### config.mk
export PLATFORM = sky130hd
export DESIGN_NAME = sync_down_four_bit
export DESIGN_NICKNAME = d
export VERILOG_FILES = /design/src/rtl/sync_down_four_bit.sv
export SDC_FILE = /design/constraint.sdc
export NUM_CORES = 1
export LEC_CHECK = 0
export ABC_AREA = 0
export CORE_AREA = 10 10 47 49
export CTS_CLUSTER_DIAMETER = 120
export DETAILED_ROUTE_END_ITERATION = 10
export DIE_AREA = 0 0 57 59
export HOLD_SLACK_MARGIN = 0.1
export SLEW_MARGIN = 20
export SYNTH_ARGS = -nofsm -noshare
export SYNTH_HDL_FRONTEND = slang
export SYNTH_SLANG_ARGS = --single-unit
### constraint.sdc
create_clock -name clk -period 1.82 [get_ports clk]
set_input_delay 0.182 -clock clk [delete_from_list [all_inputs] [get_ports clk]]
set_output_delay 0.182 -clock clk [all_outputs]
set_load 0.005 [all_outputs]
### src/rtl/sync_down_four_bit.sv
// Johnson (twisted-ring) counter stepping in the shift-left direction from all-ones.
// Any code that is not part of the Johnson ring recovers to RESET_VALUE on the next edge.
module sync_down_four_bit #(
  parameter int                 WIDTH       = 4,
  parameter logic [WIDTH-1:0]   RESET_VALUE = {WIDTH{1'b1}}
) (
  input  logic             clk,
  input  logic             rst,
  output logic [WIDTH-1:0] out
);

  logic [WIDTH-1:0] state_q;
  logic [WIDTH-1:0] state_d;

  // A Johnson code has at most one boundary between adjacent bits (no wrap-around).
  function automatic logic is_legal(input logic [WIDTH-1:0] s);
    int unsigned edges;
    edges = 0;
    for (int i = 0; i < WIDTH - 1; i++) begin
      if (s[i] != s[i+1]) edges++;
    end
    return (edges <= 1);
  endfunction

  function automatic logic [WIDTH-1:0] johnson_step(input logic [WIDTH-1:0] s);
    return {s[WIDTH-2:0], ~s[WIDTH-1]};
  endfunction

  always_comb begin
    state_d = RESET_VALUE;
    if (is_legal(state_q)) state_d = johnson_step(state_q);
  end

  always_ff @(posedge clk or negedge rst) begin
    if (!rst) state_q <= RESET_VALUE;
    else      state_q <= state_d;
  end

  assign out = state_q;

endmodule

---- Word-level counts from Yosys, hierarchy flattened ----
Cells that the tools add are included.
Widths: inputs -> output; s select.
storage, ports and cells
  register bits ........................... 4
  bits of input ports ..................... 2
  output and inout port bits .............. 4
  word-level logic and storage cells ...... 12
operators by class
  add/sub/neg operators ................... 2
  order comparisons ....................... 1
  eq/ne operators ......................... 3
  muxes and demuxes ....................... 4
  bitwise gates (word level) .............. 1
operator list
  cell                   count
  $add 32x1->32 const B  2
  $mux 32                2
  $le 32x1->1 const B    1
  $mux 4                 1
  $ne 1x1->1             3
  $mux 1                 1
  $not 1->1              1

---- Depth between registers and ports, before layout ----
Gate-level depths: netlist of the first run.
  word-level depth ........................ 8
  gate-level depth with buffers ........... 5
  gate-level depth less buffers ........... 5

---- Least setup slack after synthesis of the first run ----
OpenSTA, ideal clock, no wires.
  kind .................................... reg2reg
  from .................................... register state_q[2] (netlist: out[2])
  to ...................................... register state_q[1] (netlist: out[1])
  setup time .............................. 0.088 ns
  data arrival time ....................... 1.371 ns
  data required time ...................... 1.732 ns
  setup slack ............................. 0.361 ns
  cell stages (with the launch flop) ...... 6
  path buffers ............................ 0
  clock period less this slack ............ 1.459 ns
  cell sequence ........................... dfstp_2 -> xor2_1 -> inv_1 -> ha_1 -> o21ai_0 -> nand3b_1
between the ends
  cells in the longest elaborated chain, start to end .. 6
  elaborated cells on any way between the ends .. 7
  classes of those cells .................. add/sub: 1; order compare: 1; eq/ne: 2; mux: 3
ends and longest elaborated chain
  item                      line  source
  start: declaration        12    logic [WIDTH-1:0] state_q;
  start signal: assignment  36    else state_q <= state_d;
  $ne 1x1->1                20    if (s[i] != s[i+1]) edges++;
  $mux 32                   20
  $add 32x1->32             20
  $mux 32 *                 20
  $le 32x1->1 *             22    return (edges <= 1);
  $mux 4 *                  31    if (is_legal(state_q)) state_d = johnson_step(state_q);
  net state_d[1]            13    logic [WIDTH-1:0] state_d;
The timed path passes the listed nets; every way through them passes the cells marked *.

---- Worst setup path in the final report of the first run ----
  from .................................... register state_q[2] (netlist: out[2])
  to ...................................... register state_q[2] (netlist: out[2])
Same word-level chain as after synthesis.

==> results of run 1 <==
## synth_stat cells (all sizes together)
cell / number / area share (%)
xor2: 1 / 3.9
o211ai: 2 / 6.7
inv: 4 / 6.7
or2: 1 / 2.8
dfstp: 4 / 47
nand3b: 2 / 6.7
ha: 2 / 11
o21ai: 3 / 6.7
xnor2: 2 / 7.9
## worst max-delay path: stages (launching register included)
cell	delay [ps]
dfstp_2	580
xor2_1	200
inv_1	60
ha_1	290
o21ai_0	240
nand3b_1	120
## cell type report
cell class                 count  area [um2]  share of cell area, %
sequential                     4         105                   33.3
clock buffer                   3        22.5                   7.14
multi-input combinational     13         103                   32.5
timing repair buffer           5        50.0                   15.9
tap                           16        20.0                   6.35
inverter                       4        15.0                   4.76
## stage by stage
| stage | total power (W) | util (%) | setup slack [ps] | std cells |
|---|---|---|---|---|
| 2_1_floorplan | 0.0000907 | - | 361 | 21 |
| 3_3_place_gp | 0.0000941 | 20.9 | 250 | 42 |
| 3_5_place_dp | 0.0000941 | 20.9 | 256 | 42 |
| 4_1_cts | 0.000202 | 22.5 | 247 | 45 |
| 5_1_grt | 0.000205 | 22.5 | 97.2 | 45 |
| 6_report | 0.000197 | 22.5 | 245 | 45 |
## power by group through the flow
stage,logic [W],clock network (W),registers [W]
after floorplan,0.0000000000385,0,0.0000907
after global placement,0.00000339,0,0.0000907
after detailed placement,0.00000341,0,0.0000907
after CTS,0.00000341,0.000109,0.0000898
after global routing,0.00000350,0.000112,0.0000898
final,0.00000324,0.000104,0.0000898
## cells by family (layout without fill, tap and decap cells)
group	count (synthesis)	count (layout)	share of synthesized area [%]
xor gates and xnor gates	3	3	11.8
AOI/OAI and AO/OA	5	5	13.5
DFF	4	4	47.2
adders and majority gates	2	2	11.2
and+or+nand+nor	3	3	9.55
buffers and inverters	4	12	6.74
## worst max-delay path by stage
stage / from / to / slack (ps) / depth (start not counted)
2_1_floorplan: out[2] / out[1] / 360 / 5
3_3_place_gp: out[2] / out[2] / 250 / 5
3_5_place_dp: out[2] / out[2] / 260 / 5
4_1_cts: out[2] / out[2] / 250 / 5
5_1_grt: out[2] / out[1] / 100 / 5
6_report: out[2] / out[2] / 250 / 5
## routing by layer
layer  GRT usage [%]  up-vias
li1                -       87
met1            2.13       75
met2            3.57        3
met3            1.07        0
met4            3.02        0
met5               0        -
==> summary.md, run 1 <==
The tightest hold path in the finished design has a slack of 350 ps. Dividing the detail-routed wire length by the instance count gives 8.80 um. For this design, the CTS-stage hold fixing added 0 buffers. Summed over all nets, the switching power comes to 0.0000315 W.

Highest metal layer with signal wires: met3. The run gives 396 um as the final wirelength. During I/O placement, the number of pins put on the boundary was 6. Data on the critical path is required at its endpoint by 1960 ps. The part of the Yosys area used for sequential elements is 47.2%, and the layout-stage area growth over the synthesis result is 41.6%.

The logs give 3 for the number of buffers created by CTS and 21 for the synthesized instance count. The top cell types in the final layout, fill and taps aside, are clkdlybuf4s50_1 (5), inv_1 (4), dfstp_2 (4). The number of violations of the max-capacitance limit is 0, and the post-detailed-route via-to-cell ratio is 3.67. After floorplanning, the core was divided into 14 placement rows.

For the via count of the first global-routing pass, the log shows 171. The startpoint identified for the worst register-to-register timing path is out[2]. The half-perimeter wire length of the detailed placement result came out at 329 um. The number of port buffers works out to 5. Across the VDD grid, the largest voltage drop is 0.271 mV. Entering global routing, the biggest net connects 7 pins. The floorplan step set the die height to 59 um. The run gives 25 as the post-synth net total.

The post-route netlist has 24.1% of its cells at a drive strength greater than 1. Counting every sink on the clock net gives 4. The maximum frequency from static timing analysis came out at 0.635 GHz.

Setup repair after global routing left no endpoint under its margin. The overall die area is 3360 um2, and the post-route fraction of the period consumed by the critical path is 86.5%. The flip-flop and latch count after synthesis is 4, and the total count of hold-check failures in the final report is 0. The critical path is of the register to register type. For the initial cell density of the core, the log shows 15.9%. For this run, the number of Yosys warnings is 0. Measured along the x axis, the die boundary spans 57 um. The net switching share of the total power works out to 16.0%.

The number of setup violations in the final report is 0, and the remaining global-route overflow is 0. In this run the worst path has a maximum fanout of 6. The power per standard cell area came out at 624 nW/um2. In this run the post-CTS setup repair buffer count came out at 0. For this run, design rule violations remaining after detail routing come to 0. The met3 wire length was 30 um; the number of gates given a new drive strength after cts was 0.

Clock-pin slew was measured on the worst setup and hold paths at 30 ps. The placer congestion estimate is 0.642. The number of distinct library cells after synthesis was 9; the detailed router's first-iteration violation count was 2.

The internal portion of the total power is 0.000165 W. The number of cells on the worst reg-to-reg path is 5. For the core area, the log shows 1400 um2. For the arrival time at the worst endpoint, the log shows 1710 ps.

Average footprint of a synthesized cell: 10.6 um2. The combinational power share was 1.6%; the tightest slew margin relative to the limit was 83.8%. The worst path needs 1570 ps of the cycle, external delays included. The worst setup path is captured at a register. For the worst-skew pair, the clock arrives at the later sink with an insertion delay of 230 ps. The run gives 2.37% as the global-route usage over all layers.

The run gives 1 as the maximum level of the CTS H-tree. The number of detailed-route iterations in the first pass is 2. The library cell used most frequently in the layout, excluding fill and tap cells, is clkdlybuf4s50_1.

The detail route stage leaves a number of antenna-violating nets equal to 0. TritonCTS built the clock tree. The run gives 0 ps as the final setup TNS.

The logs give 607 um for the global-route wire length before repair and 293 um2 for the post-placement cell area. Register-to-register setup slack: 250 ps. After detailed routing, the met2 layer carries 191 um of wire. Kind of path behind the tightest hold check: primary input to async pin.

The leakage power total was 0.113 nW. The detailed router placed 165 vias in this run. The endpoint identified for the worst register-to-register timing path is out[2]. The kind of start point of the critical path was a register. The net count of the finished layout is 35. Master cell of the clock root buffer: clkbuf_4. The run finished with clean final reports.

Number of flip-flops in the largest register: 4. The logs give 52.7% for the share of total power in the clock network and 174 um for the total routed wire length on the met1 layer. For the final database, setup skew stands at 0.937 ps. The run gives 0 as the number of antenna violations at the first check in global routing. The cell area that synthesis handed to floorplanning was 223 um2. The number of antenna diodes in the final layout is 0. The logs give 160 for the number of fill cells in the layout and 2 for the buffer depth of the longest clock path. For the cell area after layout, the log shows 315 um2. For the pin with the worst max-slew slack, the measured transition is 240 ps. The number of max-slew violations in the final report came out at 0. The run gives 45.7% as the sequential share of power.
Power figures use the tool's default switching activity.
==> run 2, diff against run 1 <==
- SKIP_LAST_GASP: unset -> 1
==> results of run 2 <==
Same layout as run 1: the final DEF is identical, and so are final timing and power.
